## src/rtl/cache_fill_arbiter.sv

```systemverilog
// cache_fill_arbiter: arbitrates I/D cache block fills and D-cache write-through stores onto one pipelined memory port.
// Build option ARB_ROUND_ROBIN_EN: round-robin between simultaneous misses (default: D miss always beats I miss).
module cache_fill_arbiter #(
  parameter int BLOCK_WORDS = 8
) (
  input  logic                           clk,
  input  logic                           rst_n,
  input  logic                           I_miss_req,
  input  logic [15:0]                    I_miss_addr,
  input  logic                           D_miss_req,
  input  logic [15:0]                    D_miss_addr,
  input  logic                           D_wr_req,
  input  logic [15:0]                    D_wr_addr,
  input  logic [15:0]                    D_wr_data,
  input  logic                           mem_data_valid,
  input  logic [15:0]                    mem_data_in,
  output logic                           mem_en,
  output logic                           mem_wr,
  output logic [15:0]                    mem_addr,
  output logic [15:0]                    mem_data_out,
  output logic                           fill_sel,
  output logic                           fill_we,
  output logic [$clog2(BLOCK_WORDS)-1:0] fill_word_idx,
  output logic [15:0]                    fill_data,
  output logic                           fill_tag_we,
  output logic                           I_fill_done,
  output logic                           D_fill_done,
  output logic                           D_wr_ack
);

  localparam int CW = $clog2(BLOCK_WORDS);
  localparam logic [15:0] BASE_MASK = ~16'(2 * BLOCK_WORDS - 1);

  typedef enum logic [1:0] {IDLE, WRITE, FILL} state_e;

  state_e         state_q, state_d;
  logic           fill_sel_q, fill_sel_d;
  logic [15:0]    base_q, base_d;
  logic [CW:0]    issue_cnt_q, issue_cnt_d;
  logic [CW-1:0]  ret_cnt_q, ret_cnt_d;
  logic           pick_d;
  logic           last_ret;
`ifdef ARB_ROUND_ROBIN_EN
  logic           last_d_q, last_d_d;
`endif

  always_ff @(posedge clk or negedge rst_n) begin
    if (!rst_n) begin
      state_q     <= IDLE;
      fill_sel_q  <= 1'b0;
      base_q      <= '0;
      issue_cnt_q <= '0;
      ret_cnt_q   <= '0;
`ifdef ARB_ROUND_ROBIN_EN
      last_d_q    <= 1'b0;
`endif
    end else begin
      state_q     <= state_d;
      fill_sel_q  <= fill_sel_d;
      base_q      <= base_d;
      issue_cnt_q <= issue_cnt_d;
      ret_cnt_q   <= ret_cnt_d;
`ifdef ARB_ROUND_ROBIN_EN
      last_d_q    <= last_d_d;
`endif
    end
  end

  // Miss arbitration: a lone request always wins; a tie goes to D unless D won last time (round-robin)
  always_comb begin
`ifdef ARB_ROUND_ROBIN_EN
    pick_d = D_miss_req & (~I_miss_req | ~last_d_q);
`else
    pick_d = D_miss_req;
`endif
  end

  always_comb begin
    state_d      = state_q;
    fill_sel_d   = fill_sel_q;
    base_d       = base_q;
    issue_cnt_d  = issue_cnt_q;
    ret_cnt_d    = ret_cnt_q;
`ifdef ARB_ROUND_ROBIN_EN
    last_d_d     = last_d_q;
`endif
    mem_en       = 1'b0;
    mem_wr       = 1'b0;
    mem_addr     = '0;
    mem_data_out = '0;
    fill_we      = 1'b0;
    fill_tag_we  = 1'b0;
    I_fill_done  = 1'b0;
    D_fill_done  = 1'b0;
    D_wr_ack     = 1'b0;
    last_ret     = (ret_cnt_q == CW'(BLOCK_WORDS - 1));

    unique case (state_q)
      IDLE: begin
        if (D_wr_req) begin
          state_d = WRITE;
        end else if (D_miss_req | I_miss_req) begin
          state_d     = FILL;
          fill_sel_d  = pick_d;
          base_d      = (pick_d ? D_miss_addr : I_miss_addr) & BASE_MASK;
          issue_cnt_d = '0;
          ret_cnt_d   = '0;
`ifdef ARB_ROUND_ROBIN_EN
          last_d_d    = pick_d;
`endif
        end
      end
      WRITE: begin
        mem_en       = 1'b1;
        mem_wr       = 1'b1;
        mem_addr     = D_wr_addr;
        mem_data_out = D_wr_data;
        D_wr_ack     = 1'b1;
        state_d      = IDLE;
      end
      FILL: begin
        // Issue and return run independently; returns can overlap outstanding issues
        if (!issue_cnt_q[CW]) begin
          mem_en      = 1'b1;
          mem_addr    = base_q + 16'({issue_cnt_q, 1'b0});
          issue_cnt_d = issue_cnt_q + (CW + 1)'(1);
        end
        if (mem_data_valid) begin
          fill_we   = 1'b1;
          ret_cnt_d = ret_cnt_q + CW'(1);
          if (last_ret) begin
            fill_tag_we = 1'b1;
            I_fill_done = ~fill_sel_q;
            D_fill_done = fill_sel_q;
            state_d     = IDLE;
          end
        end
      end
      default: state_d = IDLE;
    endcase
  end

  assign fill_sel      = fill_sel_q;
  assign fill_word_idx = ret_cnt_q;
  assign fill_data     = mem_data_in;

endmodule

```

## config.mk

```make
export PLATFORM = sky130hd
export DESIGN_NAME = cache_fill_arbiter
export DESIGN_NICKNAME = d
export VERILOG_FILES = /design/src/rtl/cache_fill_arbiter.sv
export SDC_FILE = /design/constraint.sdc
export NUM_CORES = 1
export LEC_CHECK = 0
export ABC_AREA = 1
export CORE_MARGIN = 1
export CORE_UTILIZATION = 37
export CTS_BUF_LIST = sky130_fd_sc_hd__clkbuf_2 sky130_fd_sc_hd__clkbuf_4 sky130_fd_sc_hd__clkbuf_8
export DETAILED_ROUTE_END_ITERATION = 12
export PLACE_DENSITY = 0.91
export SYNTH_ARGS = -nofsm -noshare
export SYNTH_HDL_FRONTEND = slang
export SYNTH_SLANG_ARGS = --single-unit
```

## constraint.sdc

```tcl
create_clock -name clk -period 3.45 [get_ports clk]
set_input_delay 0.69 -clock clk [delete_from_list [all_inputs] [get_ports clk]]
set_output_delay 0.69 -clock clk [all_outputs]
set_load 0.01 [all_outputs]
```

==> flow_metrics.py, run 1 <==
metrics = {
    "timing": {
        "finalSetupTns_ns": 0,
        "setup_violations": 0,
        "fin_crit_sh_pct": 84.5,
        "rsz0062_at_grt": "false",
        "worst_clock_skew_ns": 0.00210,
        "final.min_clock_period_ns": 2.92,
        "hold_violations": 0,
        "drv_slew": 0,
        "worstMarginPinSlew_ns": 0.972,
        "fmax_mhz": 343,
        "slew_headroom_pct": 35.0,
        "layout_setup_ws_ns": 0.534,
    },
    "routing": {
        "totalWireLength_um": 4520,
        "drt_iter0_drc": 53,
        "vias_per_cell": 4.43,
        "vias": 1875,
        "routedWlPerCell_um": 10.7,
        "drc_errors": 0,
        "dr.pass1.iters": 4,
        "ant_nets": 0,
    },
    "run_status": {
        "status": "completed",
    },
    "floorplan": {
        "initial_core_util_pct": 38.8,
        "ios": 145,
        "coreArea_um2": 4790,
        "dieArea_um2": 5310,
        "die_h_um": 72.9,
        "die_w_um": 72.9,
        "num_rows": 25,
    },
    "clock_tree": {
        "cts_resized": 0,
        "holdBufCountCts": 0,
        "max-clock-path-buffers": 2,
        "cts_max_level": 1,
        "clock_sinks": 22,
        "cts_tree": "yes",
        "cts_setup_buffers": 0,
        "numCtsBuffers": 3,
        "clk_pin_slew_worst_paths_ns": 0.08,
        "root_buffer": "clkbuf_8",
        "clock_latency_ns": 0.26,
    },
    "flow_run": {
        "drv_cap": 0,
    },
    "placement": {
        "hpwl_um": 3760,
        "place_congestion": 0.861,
        "pre_cts_slack_ns": 0.670,
        "io_buffer_count": 104,
    },
    "setup_path": {
        "worstSetupPathType": "flop to output port",
        "cp.required_ns": 2.76,
        "cp-start-kind": "flop",
        "worstPathArrival_ns": 2.23,
        "crit_fanout": 18,
        "endpoint_kind": "output port",
    },
    "synth": {
        "synth-compound-area-share_pct": 13.5,
        "ys_seq_elements": 22,
        "synthAdderAreaFrac_pct": 4.04,
        "synth_nets": 364,
        "netlist_area_um2": 1860,
        "seq_area_frac_synth_pct": 29.6,
        "yosys_warnings": 0,
        "synthXorXnorAreaFrac_pct": 0,
        "yosys.area_share.simple_pct": 32.1,
        "synth.area.mux_share_pct": 0,
        "syn_inst": 272,
        "synth_top_family_by_area": "simple AND/OR/NAND/NOR gates",
        "yosysUniqueCellTypes": 20,
        "syn_area_per_cell_um2": 6.84,
    },
    "grt": {
        "grt_max_degree": 26,
        "grt.overflow.total": 0,
        "antenna_found_initial": 0,
        "gr-usage-all-layers_pct": 16.9,
        "grtUsageMet2_pct": 32.6,
        "grt_busiest_layer": "met2",
        "grt_use_met1_pct": 19.1,
        "grt_pass1_vias": 1659,
        "met3_usage_pct": 1.93,
        "grt_first_pass_wirelength_um": 7130,
    },
    "layout": {
        "final_common_cell": "clkdlybuf4s50_1",
        "final_cell_mix": "104 x clkdlybuf4s50_1, 90 x nand2_1, 45 x inv_1",
        "final_core_util_pct": 59.8,
        "nNetsFinal": 449,
        "nFillCells": 436,
        "drive_gt1_share_pct": 12.6,
        "diodes": 0,
        "syn2layout_area_growth_pct": 53.9,
    },
    "power_and_ir_drop": {
        "sequentialPowerShare_pct": 23.6,
        "switchingPower_uw": 701,
        "p_int_uw": 925,
        "powerDensity_nw_per_um2": 569,
        "swShare_pct": 43.1,
        "peakVddDrop_v": 0.000252,
        "p_comb_share_pct": 65.2,
        "leakagePower_nw": 1.43,
        "clkPwrFrac_pct": 11.2,
        "p_total_mw": 1.63,
    },
    "worst_hold_path": {
        "hold_path_class": "flop to flop",
    },
}
==> cell usage after synthesis (all sizes together) <==
| cell type | number | area, um^2 |
|---|---|---|
| buf | 24 | 189 |
| clkinv | 1 | 8.76 |
| clkbuf | 3 | 11.3 |
| o21ai | 29 | 224 |
| nor2 | 9 | 48.8 |
| ha | 6 | 75.1 |
| nand2 | 102 | 423 |
| a21oi | 1 | 5.00 |
| nand3 | 25 | 125 |
| dfrtp | 22 | 551 |
| o21bai | 3 | 22.5 |
| inv | 47 | 176 |
==> per-layer routing <==
metal | part of all wire, % | wire, um
met1 | 41 | 1870
met2 | 50 | 2280
met3 | 6.5 | 294
met4 | 1.7 | 77
met5 | 0 | 0
==> metrics by stage <==
| step | cell area, um^2 | hold slack [ns] | std cells |
|---|---|---|---|
| floorplan | 1860 | 0.394 | 272 |
| global placement | 2810 | 0.488 | 419 |
| detailed placement | 2810 | 0.489 | 419 |
| CTS | 2860 | 0.512 | 423 |
| global route | 2860 | 0.530 | 423 |
| finish | 2860 | 0.504 | 423 |
==> final timing paths <==
kind | startpoint | endpoint | slack (ns) | depth (start not counted)
max | state_q[1] | mem_data_out[10] | 0.53 | 6
min | state_q[1] | state_q[1] | 0.50 | 2
max reg2reg | state_q[0] | base_q[14] | 1.95 | 8
min reg2reg | state_q[1] | state_q[1] | 0.50 | 2
max in group asynchronous | rst_n | issue_cnt_q[1] | 1.89 | 1
min in group asynchronous | rst_n | base_q[6] | 0.97 | 1
==> flip-flops by register name, indices dropped and copies added, names as in the netlist <==
name / count
fill_word_idx: 3
state_q: 2
base_q: 12
issue_cnt_q: 4
fill_sel: 1
==> worst max-delay path: stages (launching register included) <==
cell and delay (ns):
dfrtp_1 0.40, inv_1 0.08, ha_1 0.55, buf_4 0.29
nand2_1 0.08, inv_1 0.06, clkdlybuf4s50_1 0.52
==> area by class of cell <==
class	count	area, um^2	area share, %
timing repair buffer	107	1060	37.2
multi-input combinational	175	923	32.3
sequential	22	551	19.2
inverter	48	185	6.47
tap	67	83.8	2.93
clock buffer	4	55.1	1.92
==> logic make-up after synthesis <==
group,after synthesis
DFF,22
buffers and inverters,75
adders and majority gates,6
AOI/OAI and AO/OA,33
and+or+nand+nor,136
==> power by group through the flow <==
stage / Combinational [mW] / Sequential, mW / Clock (mW)
after floorplan: 0.667 / 0.387 / 0
after global placement: 1.04 / 0.387 / 0
after detailed placement: 1.06 / 0.390 / 0
after CTS: 1.07 / 0.385 / 0.184
after global routing: 1.16 / 0.393 / 0.193
final: 1.06 / 0.384 / 0.183
Note: power is estimated with default switching activity, not from simulation.
==> inputs of run 2 (changes only) <==
CORE_UTILIZATION = 35   (was 37)
PLACE_DENSITY = 0.87   (was 0.91)
clock period = 3.05 ns   (was 3.45 ns; I/O delays follow)
==> run 2 against run 1 <==
Compared with the run above: hold slack better by 0.015 ns; combinational power rose by 13%; sequential power grew 14%; highest routed layer unchanged; clock power down 4%; sequential share of layout area up 0.068 points; critical path type unchanged; register-to-register slack got worse by 0.37 ns; global-route usage is 0.51 points lower; count of clock-buffer cells in the layout down 1; routed wire length rose by 4.6%; via count is 1.9% higher; non-clock buffer count is the same; largest cell class unchanged.
==> flow_metrics.py, run 2 (same netlist as run 1, synthesis figures left out) <==
metrics = {
    "run_status": {
        "status": "completed",
    },
    "power_and_ir_drop": {
        "p_comb_share_pct": 66.2,
        "p_int_mw": 1.01,
        "swShare_pct": 44.1,
        "sequentialPowerShare_pct": 24.1,
        "peakVddDrop_v": 0.000302,
        "powerDensity_nw_per_um2": 635,
        "clkPwrFrac_pct": 9.7,
        "switchingPower_uw": 799,
        "leakagePower_nw": 1.42,
        "p_total_mw": 1.81,
    },
    "grt": {
        "grt_first_pass_wirelength_um": 7190,
        "grt_pass1_vias": 1683,
        "grt.overflow.total": 0,
        "antenna_found_initial": 0,
        "grt_max_degree": 34,
        "gr-usage-all-layers_pct": 16.4,
    },
    "routing": {
        "dr.pass1.iters": 4,
        "routedWlPerCell_um": 11.1,
        "totalWireLength_um": 4730,
        "drt_iter0_drc": 64,
        "vias": 1910,
        "vias_per_cell": 4.49,
        "drc_errors": 0,
        "ant_nets": 0,
    },
    "layout": {
        "final_core_util_pct": 55.8,
        "diodes": 0,
        "fin_cells": 425,
        "drive_gt1_share_pct": 12.4,
        "final_common_cell": "clkdlybuf4s50_1",
        "final_cell_mix": "104 x clkdlybuf4s50_1, 90 x nand2_1, 45 x inv_1",
        "nFillCells": 470,
        "nNetsFinal": 449,
        "syn2layout_area_growth_pct": 53.4,
        "largest_reg_flops": 12,
        "regMostFlops": "base_q",
    },
    "setup_path": {
        "critPathBufInv": 3,
        "worstPathArrival_ns": 2.21,
        "cp.required_ns": 2.44,
        "endpoint_kind": "output port",
        "worstSetupPathType": "flop to output port",
        "crit_fanout": 12,
        "critPathSlowestCell": "clkdlybuf4s50_1",
        "slowest_delay_ns": 0.57,
        "cp-start-kind": "flop",
        "path_delay_family": "buffers and inverters",
        "path_cells": "inv_1 > ha_1 > buf_4 > nand3_1 > o21ai_2 > clkdlybuf4s50_1",
    },
    "clock_tree": {
        "cts_max_level": 1,
        "cts_tree": "yes",
        "cts_setup_buffers": 0,
        "numCtsBuffers": 3,
        "clock_sinks": 22,
        "root_buffer": "clkbuf_8",
        "holdBufCountCts": 0,
        "clock_latency_ns": 0.25,
        "cts_resized": 0,
        "clk_pin_slew_worst_paths_ns": 0.08,
        "max-clock-path-buffers": 2,
    },
    "floorplan": {
        "dieArea_um2": 5610,
        "coreArea_um2": 5110,
        "die_w_um": 74.9,
        "die_h_um": 74.9,
        "num_rows": 26,
        "ios": 145,
        "initial_core_util_pct": 36.4,
    },
    "timing": {
        "drv_slew": 0,
        "worst_clock_skew_ns": 0.00187,
        "setup_violations": 0,
        "fmax_mhz": 355,
        "fin_crit_sh_pct": 92.4,
        "final.min_clock_period_ns": 2.82,
        "rsz0062_at_grt": "false",
        "slew_headroom_pct": 68.8,
        "worstMarginPinSlew_ns": 0.466,
        "hold_violations": 0,
        "finalSetupTns_ns": 0,
    },
    "worst_hold_path": {
        "hold_path_class": "flop to flop",
    },
    "placement": {
        "post-place-cells": 422,
        "hpwl_um": 3800,
        "io_buffer_count": 104,
        "place_congestion": 0.818,
    },
    "flow_run": {
        "drv_cap": 0,
    },
}
==> run 2: path summary, 6_finish.rpt <==
kind	to	depth (start not counted)	start	slack, ns
worst min-delay path	state_q[1]	2	state_q[1]	0.52
min in group asynchronous	fill_word_idx[2]	2	rst_n	0.71
worst min register to register	state_q[1]	2	state_q[1]	0.52
max in group asynchronous	base_q[14]	2	rst_n	2.11
worst max register to register	base_q[4]	8	state_q[0]	1.58
worst max-delay path	mem_addr[6]	6	state_q[0]	0.23
==> run 2: area by class of cell <==
cell class	count	area, um^2	area share, %
Inverter	48	185	6.49
Tap cell	70	87.6	3.07
Sequential cell	22	551	19.3
Multi-Input combinational cell	175	923	32.4
Timing Repair Buffer	107	1060	37.3
Clock buffer	3	41.3	1.45
==> run 2: metrics by stage <==
step	setup WS [ns]	hold WS, ns	cell area, um^2
final	0.231	0.519	2850
after global routing	0.0555	0.564	2850
after CTS	0.229	0.526	2850
after detailed placement	0.415	0.505	2810
after global placement	0.429	0.493	2810
after floorplan	1.15	0.314	1860
==> run 2: power by group through the flow <==
stage	logic, mW	clock network, mW	registers, mW
3_3_place_gp	1.18	0	0.438
2_1_floorplan	0.754	0	0.438
6_report	1.20	0.176	0.437
5_1_grt	1.33	0.200	0.451
3_5_place_dp	1.20	0	0.442
4_1_cts	1.21	0.182	0.436
==> run 2: worst reg2reg max path, stage by stage (launching register included) <==
cell,delay [ns]
dfrtp_1,0.38
inv_1,0.07
ha_1,0.22
inv_1,0.13
nor2_4,0.06
nand2_4,0.09
clkinv_4,0.21
nand2_1,0.15
o21ai_2,0.05
==> run 2: per-layer routing <==
layer  routed length, um  GRT usage, %  vias up
met5                   0             0        -
met1                1900          18.7      850
met3                 345          2.28       12
li1                    -             -      977
met4                  92          4.82        0
met2                2390          31.5       71
